--- src/rtl/operand_feeder.sv ---
// Operand buffer feeding one MAC edge input: loads up to DEPTH operands, then streams them
// with a skew delay and a post-beat gap. Define FEEDER_REPLAY_EN to keep the vector for replay.
module operand_feeder #(
  parameter int unsigned DATA_WIDTH = 32,
  parameter int unsigned DEPTH      = 8,
  parameter int unsigned SKEW       = 0,
  parameter int unsigned GAP        = 2
) (
  input  logic                  clk,
  input  logic                  rst,
  input  logic                  wr_en,
  input  logic [DATA_WIDTH-1:0] wr_data,
  output logic                  wr_full,
  input  logic                  start,
  output logic                  busy,
  output logic [DATA_WIDTH-1:0] out_data,
  output logic                  out_waiting,
  input  logic                  out_ready,
  output logic                  out_finished
);

  localparam int unsigned PTR_W     = $clog2(DEPTH) + 1;
  localparam int unsigned IDX_W     = $clog2(DEPTH);
  localparam int unsigned SKEW_W    = $clog2(SKEW + 2);
  localparam int unsigned GAP_W     = $clog2(GAP + 1);
  localparam int unsigned SKEW_LAST = (SKEW > 0) ? SKEW - 1 : 0;
  localparam int unsigned GAP_LAST  = GAP - 1;

  typedef enum logic [2:0] {StIdle, StSkew, StStream, StGap, StFinish} state_e;

  state_e                state_q, state_d;
  logic [PTR_W-1:0]      wr_cnt_q, wr_cnt_d;
  logic [PTR_W-1:0]      rd_ptr_q, rd_ptr_d;
  logic [SKEW_W-1:0]     skew_cnt_q, skew_cnt_d;
  logic [GAP_W-1:0]      gap_cnt_q, gap_cnt_d;
  logic [DATA_WIDTH-1:0] out_data_q, out_data_d;
  logic                  out_waiting_q, out_waiting_d;
  logic                  out_finished_q, out_finished_d;
  logic [DATA_WIDTH-1:0] mem_q [DEPTH];
  logic                  wr_accept;
  logic [IDX_W-1:0]      wr_idx;

`ifdef FEEDER_REPLAY_EN
  // Set after FINISH: the kept vector is replayable until the next write starts a new one.
  logic fresh_q, fresh_d;
  assign wr_full = (wr_cnt_q == PTR_W'(DEPTH)) & ~fresh_q;
`else
  assign wr_full = (wr_cnt_q == PTR_W'(DEPTH));
`endif

  assign busy         = (state_q != StIdle);
  assign out_data     = out_data_q;
  assign out_waiting  = out_waiting_q;
  assign out_finished = out_finished_q;

  always_comb begin
    state_d    = state_q;
    wr_cnt_d   = wr_cnt_q;
    rd_ptr_d   = rd_ptr_q;
    skew_cnt_d = skew_cnt_q;
    gap_cnt_d  = gap_cnt_q;
    wr_accept  = 1'b0;
    wr_idx     = wr_cnt_q[IDX_W-1:0];
`ifdef FEEDER_REPLAY_EN
    fresh_d    = fresh_q;
`endif

    unique case (state_q)
      StIdle: begin
`ifdef FEEDER_REPLAY_EN
        if (wr_en && fresh_q) begin
          wr_accept = 1'b1;
          wr_idx    = '0;
          wr_cnt_d  = PTR_W'(1);
          fresh_d   = 1'b0;
        end else if (wr_en && !wr_full) begin
          wr_accept = 1'b1;
          wr_cnt_d  = wr_cnt_q + PTR_W'(1);
        end
`else
        if (wr_en && !wr_full) begin
          wr_accept = 1'b1;
          wr_cnt_d  = wr_cnt_q + PTR_W'(1);
        end
`endif
        if (start && ((wr_cnt_q != '0) || wr_en)) begin
          skew_cnt_d = '0;
          if (SKEW == 0) state_d = StStream;
          else           state_d = StSkew;
        end
      end
      StSkew: begin
        if (skew_cnt_q == SKEW_W'(SKEW_LAST)) state_d = StStream;
        else skew_cnt_d = skew_cnt_q + SKEW_W'(1);
      end
      StStream: begin
        if (out_waiting_q && out_ready) begin
          rd_ptr_d  = rd_ptr_q + PTR_W'(1);
          gap_cnt_d = '0;
          state_d   = StGap;
        end
      end
      StGap: begin
        if (gap_cnt_q == GAP_W'(GAP_LAST)) begin
          if (rd_ptr_q < wr_cnt_q) state_d = StStream;
          else                     state_d = StFinish;
        end else begin
          gap_cnt_d = gap_cnt_q + GAP_W'(1);
        end
      end
      StFinish: begin
        state_d  = StIdle;
        rd_ptr_d = '0;
`ifdef FEEDER_REPLAY_EN
        fresh_d  = 1'b1;
`else
        wr_cnt_d = '0;
`endif
      end
      default: state_d = StIdle;
    endcase

    // Outputs are registered, so they are decoded from the next state.
    out_waiting_d  = (state_d == StStream);
    out_finished_d = (state_d == StFinish);
    case (state_d)
      StStream: begin
        // Forward a same-cycle write so start+wr_en with SKEW==0 presents the new operand.
        if (wr_accept && (wr_idx == rd_ptr_d[IDX_W-1:0])) out_data_d = wr_data;
        else                                             out_data_d = mem_q[rd_ptr_d[IDX_W-1:0]];
      end
      StGap:   out_data_d = out_data_q;
      default: out_data_d = '0;
    endcase
  end

  always_ff @(posedge clk) begin
    if (rst) begin
      state_q        <= StIdle;
      wr_cnt_q       <= '0;
      rd_ptr_q       <= '0;
      skew_cnt_q     <= '0;
      gap_cnt_q      <= '0;
      out_data_q     <= '0;
      out_waiting_q  <= 1'b0;
      out_finished_q <= 1'b0;
`ifdef FEEDER_REPLAY_EN
      fresh_q        <= 1'b0;
`endif
    end else begin
      state_q        <= state_d;
      wr_cnt_q       <= wr_cnt_d;
      rd_ptr_q       <= rd_ptr_d;
      skew_cnt_q     <= skew_cnt_d;
      gap_cnt_q      <= gap_cnt_d;
      out_data_q     <= out_data_d;
      out_waiting_q  <= out_waiting_d;
      out_finished_q <= out_finished_d;
`ifdef FEEDER_REPLAY_EN
      fresh_q        <= fresh_d;
`endif
    end
  end

  // Buffer contents need no reset: wr_cnt alone defines what is valid.
  always_ff @(posedge clk) begin
    if (wr_accept) mem_q[wr_idx] <= wr_data;
  end

endmodule

--- config.mk ---
export PLATFORM = sky130hd
export DESIGN_NAME = operand_feeder
export DESIGN_NICKNAME = d
export VERILOG_FILES = /design/src/rtl/operand_feeder.sv
export SDC_FILE = /design/constraint.sdc
export NUM_CORES = 1
export LEC_CHECK = 0
export BUFFER_PORTS_ARGS = -buffer_cell sky130_fd_sc_hd__clkbuf_2
export CORE_MARGIN = 2
export CORE_UTILIZATION = 25
export CTS_CLUSTER_DIAMETER = 200
export DETAILED_ROUTE_END_ITERATION = 6
export GPL_TIMING_DRIVEN = 1
export PLACE_DENSITY_LB_ADDON = 0.08
export RECOVER_POWER = 50
export SETUP_SLACK_MARGIN = 0.1
export SLEW_MARGIN = 20
export SYNTH_ARGS = -nofsm -noshare
export SYNTH_HDL_FRONTEND = slang
export SYNTH_SLANG_ARGS = --single-unit
export TNS_END_PERCENT = 50
--- constraint.sdc ---
create_clock -name clk -period 12.6 [get_ports clk]
set_input_delay 2.52 -clock clk [delete_from_list [all_inputs] [get_ports clk]]
set_output_delay 2.52 -clock clk [all_outputs]
set_load 0.02 [all_outputs]
Word-level counts from Yosys, hierarchy flattened
Memory sizes are Yosys's and may differ from the RTL's.
Index checks and enable logic that the tools add are counted.
{ "word_totals": {"ff_bits": 48, "ram_bits": 256, "inputBits": 37, "out_inout_bits": 36, "elab_cells": 68, "n_memories": 1} }
{ "memory_table": {"columns": ["name", "depth", "word_bits", "read_ports", "rd_clocked_by_memory_dff", "write_ports", "line_no", "text"], "rows": [
  ["mem_q", 8, 32, 1, 0, 1, "39", "logic [DATA_WIDTH-1:0] mem_q [DEPTH];"]
]} }
{ "classes": {"add_sub_neg": 4, "n_lt_le_gt_ge": 1, "n_eq_ne": 14, "muxes": 22, "reduce_logical": 17} }
{ "ops": {"columns": ["op", "n"], "rows": [
  ["$pmux 32 s2", 1],
  ["$mux 32", 1],
  ["$pmux 4 s2", 2],
  ["$mux 3", 5],
  ["$eq 3x2->1 const B", 4],
  ["$pmux 3 s4", 1],
  ["$add 4x1->4 const B", 2],
  ["$mux 4", 2],
  ["$ne 2x2->1 const B", 4],
  ["$reduce_bool 2->1", 4],
  ["$eq 3x3->1 const B", 2],
  ["$mux 1", 6],
  ["$reduce_and 2->1", 3],
  ["$eq 4x4->1 const B", 1],
  ["$logic_and 1x1->1", 4],
  ["$lt 4x4->1", 1],
  ["$mux 2", 2],
  ["$pmux 2 s2", 1],
  ["$reduce_bool 4->1", 1],
  ["$eq 3x1->1 const B", 1],
  ["$eq 3x3->1", 1],
  ["$logic_not 3->1", 1],
  ["$reduce_and 3->1", 1],
  ["$reduce_bool 3->1", 1],
  ["other kinds (6)", 6]
]} }

Longest topological paths before layout
{ "logic_depth": {"ltp_word": 8, "mapped_depth": 11, "ltp_nobuf": 9} }

Worst setup path before layout
Ideal clock, no wire load.
{ "synth_path": {"path_kind": "input to register", "start": "input wr_en", "end": "memory mem_q[1][0], enable pin", "setup_time_ns": 0.502, "t_arrival_ns": 5.803, "t_required_ns": 12.098, "slack_ns": 6.295, "path_stages": 2, "n_path_buf": 0, "path_cell_list": "nand3_1 > nor4_1"} }
{ "synth_via": {"elab_chain_len": 5} }
{ "synth_rtl": {"columns": ["element", "line_no", "text"], "rows": [
  ["start: declaration", "11", "input logic wr_en,"],
  ["$logic_and 1x1->1", "81", "if (wr_en && !wr_full) begin"],
  ["$mux 1", "81", null],
  ["$mux 1", "68", "unique case (state_q)"],
  ["$mux 1", "167", "if (wr_accept) mem_q[wr_idx] <= wr_data;"],
  ["$mux 1 (not written as such)", "167", null],
  ["end: declaration", "39", null]
]} }
No other way between the ends.

Worst setup path after layout
{ "layout_path": {"start": "input out_ready", "end": "register out_data_q[7], in the netlist out_data[7]"} }
{ "layout_via": {"elab_chain_len": 7, "word_cells_on_any_way": 12, "classes_between": "eq/ne: 3; mux: 6; reduce/logical: 2; memory: 1"} }
{ "layout_rtl": {"columns": ["element", "line_no", "text"], "rows": [
  ["start: declaration", "18", "input logic out_ready,"],
  ["$logic_and 1x1->1 *", "97", "if (out_waiting_q && out_ready) begin"],
  ["branches (longest 6 deep; another with $mem_v2 8x32)", null, null],
  ["end signal: assignment", "156", "out_data_q <= out_data_d;"],
  ["end: declaration", "36", "logic [DATA_WIDTH-1:0] out_data_q, out_data_d;"]
]} }
Mark *: on every way between the ends. The select of a mux whose other input is x is not followed.
A chain may end at the register's enable or synchronous reset.

==> impl_metrics.ini <==
[final_layout]
layout.nets = 1098
drive_above_1_share_pct = 12.2
areaGrowthSynthToFinish_pct = 18.4
n_fill_cell = 5038
final_cells = 1746
antenna_cells = 0

[hold_path]
holdPathEnd = out_data[18]
whs_path_depth = 2
hp-start = out_data[18]
hp-class = reg -> reg

[synth]
synth_compound_area_share_pct = 14.9
synthXorXnorAreaFrac_pct = 0.273
ys_seq_area_share_pct = 69.8
ys_types = 61
yosys.area_share.adder_pct = 0.708
netlist_instances = 996
synthArstFlopShare_pct = 0
ys_seq_elements = 303
synth_ff_type = edfxtp_1
synth_area_per_cell_um2 = 12.4
muxShareOfSynthArea_pct = 0.162
yosys_warnings = 0
synthesis.area_mm2 = 0.0124
synth_edf_count = 256
synth-simple-area-share_pct = 11.3
synth_top_family_by_area = compound AO/OA/AOI/OAI gates
synth_fp_nets = 1040

[place]
place.port_buffers = 72
post-place-cells = 1679
dp_worst_setup_slack_ns = 6.77
dpl.hpwl_um = 19000
place.gp.congestion = 0.663

[timing]
fin_setup_tns_ns = 0
whs_ns = 0.468
hold_viol = 0
rsz0062_at_grt = false
slew_violations = 81
slew_headroom_pct = -111
tightest_slew_ns = 3.16
final.min_clock_period_ns = 5.22
setup_ws_ns = 7.38
max_clock_freq_mhz = 191
final-setup-viol-count = 0
skew_ns = 0.0143
period_share_pct = 41.5

[cts]
cts_setup_buffers = 0
cts_tree = done
cts.sinks = 303
root_buffer = clkbuf_16
htree_levels = 2
clockBufferDepth = 3
clk_latency_ns = 0.54
cts_made_buffers = 37
cts.repair.resized = 0
holdBufCountCts = 0
clkTransAtPathRegs_ns = 0.06

[setup_path]
cp-end-kind = register
reg2reg_from = state_q[2]
cpMostUsedCell = buf_4
rrSetupSlack_ns = 8.76
reg2reg_to = out_data[7]
timing.critical_path.buf_inv = 3
cpPeakStageDelay_ns = 0.74
crit_path_max_fanout = 61
timing.critical_path.from_type = input port
cp.required_ns = 12.99
cp.depth = 10
slowest_stage = buf_4
worst-setup-path-type = in -> reg
worstPathCellList = clkbuf_2, nand3b_4, o32a_1, buf_4, and2_4, buf_4, a211oi_1, a32oi_1, o21ai_0, a2111oi_1
critPathTopFamily = buffers and inverters
crit_arrival_ns = 5.61
reg2regPathDepth = 9

[floorplan]
die_h_um = 226
initial_utilization_pct = 25.3
core_area_mm2 = 0.0488
io_pins = 73
die-width_um = 226
rows = 81
dieArea_mm2 = 0.0512

[routing]
drtPass1Iterations = 4
viasPerCell = 4.62
routed_wl_um = 36900
drc = 0
postRouteAntennaNets = 0
dr_total_vias = 8074
first_iter_violations = 457
wl_per_cell_um = 21.1

[global_route]
grt_pass1_vias = 8346
use_met3_pct = 2.29
grt-busiest-layer = met2
grt_pass1_wl_um = 55700
met1_usage_pct = 19.5
overflow = 0
antenna_found_initial = 0
grt_max_degree = 76
grtUsageTotal_pct = 14.7
met2_usage_pct = 24.3

[job]
drv_cap = 2

[power_and_ir_drop]
total_power_uw = 2380
ir_drop_mv = 0.0722
p_leak_uw = 0.00488
power.density_mw_per_mm2 = 163

[status]
violations = capacitance limit, slew limit
outcome = finished with violations
[cells in the final DEF (no fill, tap or decap), types with 30 or more instances in the layout]
cell,instances
and3_1,35
clkbuf_2,39
o21ai_0,34
nand2_1,224
clkbuf_1,44
a31oi_1,31
a21oi_1,96
clkbuf_16,39
dfxtp_1,47
a21o_1,30
edfxtp_1,256
a211oi_1,35
o32ai_1,30
[sequential cells by signal, indices dropped and copies added (netlist names)]
name / cells
out_waiting: 1
state_q: 3
out_finished: 1
gap_cnt_q: 2
wr_cnt_q: 4
rd_ptr_q: 4
out_data: 32
mem_q: 256
[worst reg2reg max path, delay by kind of cell (launching register included)]
| family | cells | cell delay [ns] |
|---|---|---|
| compound gates | 5 | 1.13 |
| buf+inv | 2 | 1.15 |
| flops | 1 | 0.51 |
| simple gates | 2 | 0.91 |
[logic make-up after synthesis]
family          count (synthesis)
buf+inv                        83
flops                         303
xor+xnor                        3
compound gates                280
fa+ha+maj                       7
mux                             2
simple gates                  318
[layer usage]
metal,vias to the layer above,routed length [um]
li1,3849,-
met1,4047,17200
met2,118,17700
met3,60,1110
met4,0,912
met5,-,0
[how the worst max path moves through the flow]
stage / startpoint / endpoint / slack (ns)
final: out_ready / out_data[7] / 7.38
after global routing: out_ready / out_data[12] / 7.07
after CTS: out_ready / out_data[12] / 7.35
after detailed placement: out_ready / out_data[12] / 6.77
after global placement: out_ready / out_data[24] / 6.74
after floorplan: wr_en / mem_q[1][0] / 6.29
[synthesized netlist by cell type (all sizes together) (2+ instances only)]
master	instances	area share, %
edfxtp	256	62
nand2	225	6.8
a21oi	97	4.0
dfxtp	47	7.6
clkbuf	38	1.2
a211oi	35	2.1
and3	35	1.8
buf	35	1.4
o21ai	34	1.4
a31oi	31	1.6
a21o	30	1.8
o32ai	30	2.1
nor2	19	0.71
nor3	13	0.53
inv	10	0.30
ha	7	0.71
nand3	6	0.24
nand2b	4	0.20
nand3b	4	0.34
xnor2	3	0.27
a2111oi	2	0.15
a311oi	2	0.14
and2	2	0.10
mux2i	2	0.16
nor4	2	0.10
o2111ai	2	0.19
o211a	2	0.22
o211ai	2	0.12
o31ai	2	0.16
o41ai	2	0.29
or2	2	0.10
[layout make-up]
class	instances	area [um2]	area share, %
clock buffers	51	1050	7.18
clock inverters	16	153	1.04
inverters	10	37.5	0.256
multi-input cells	610	3480	23.8
flip-flops and latches	303	8630	58.9
well taps	664	831	5.67
repair buffers	92	462	3.15
[report_power, final]
part,switching (uW),internal (uW),total (uW)
clock,423,644,1070
sequential,14.2,1120,1130
combinational,129,56.3,186
[through the flow]
step	instance area, um2	utilization (%)
finish	14600	30.0
global route	14600	30.0
CTS	14700	30.1
detailed placement	13500	27.6
global placement	13500	27.6
floorplan	12400	-
Power figures use the tool's default switching activity.
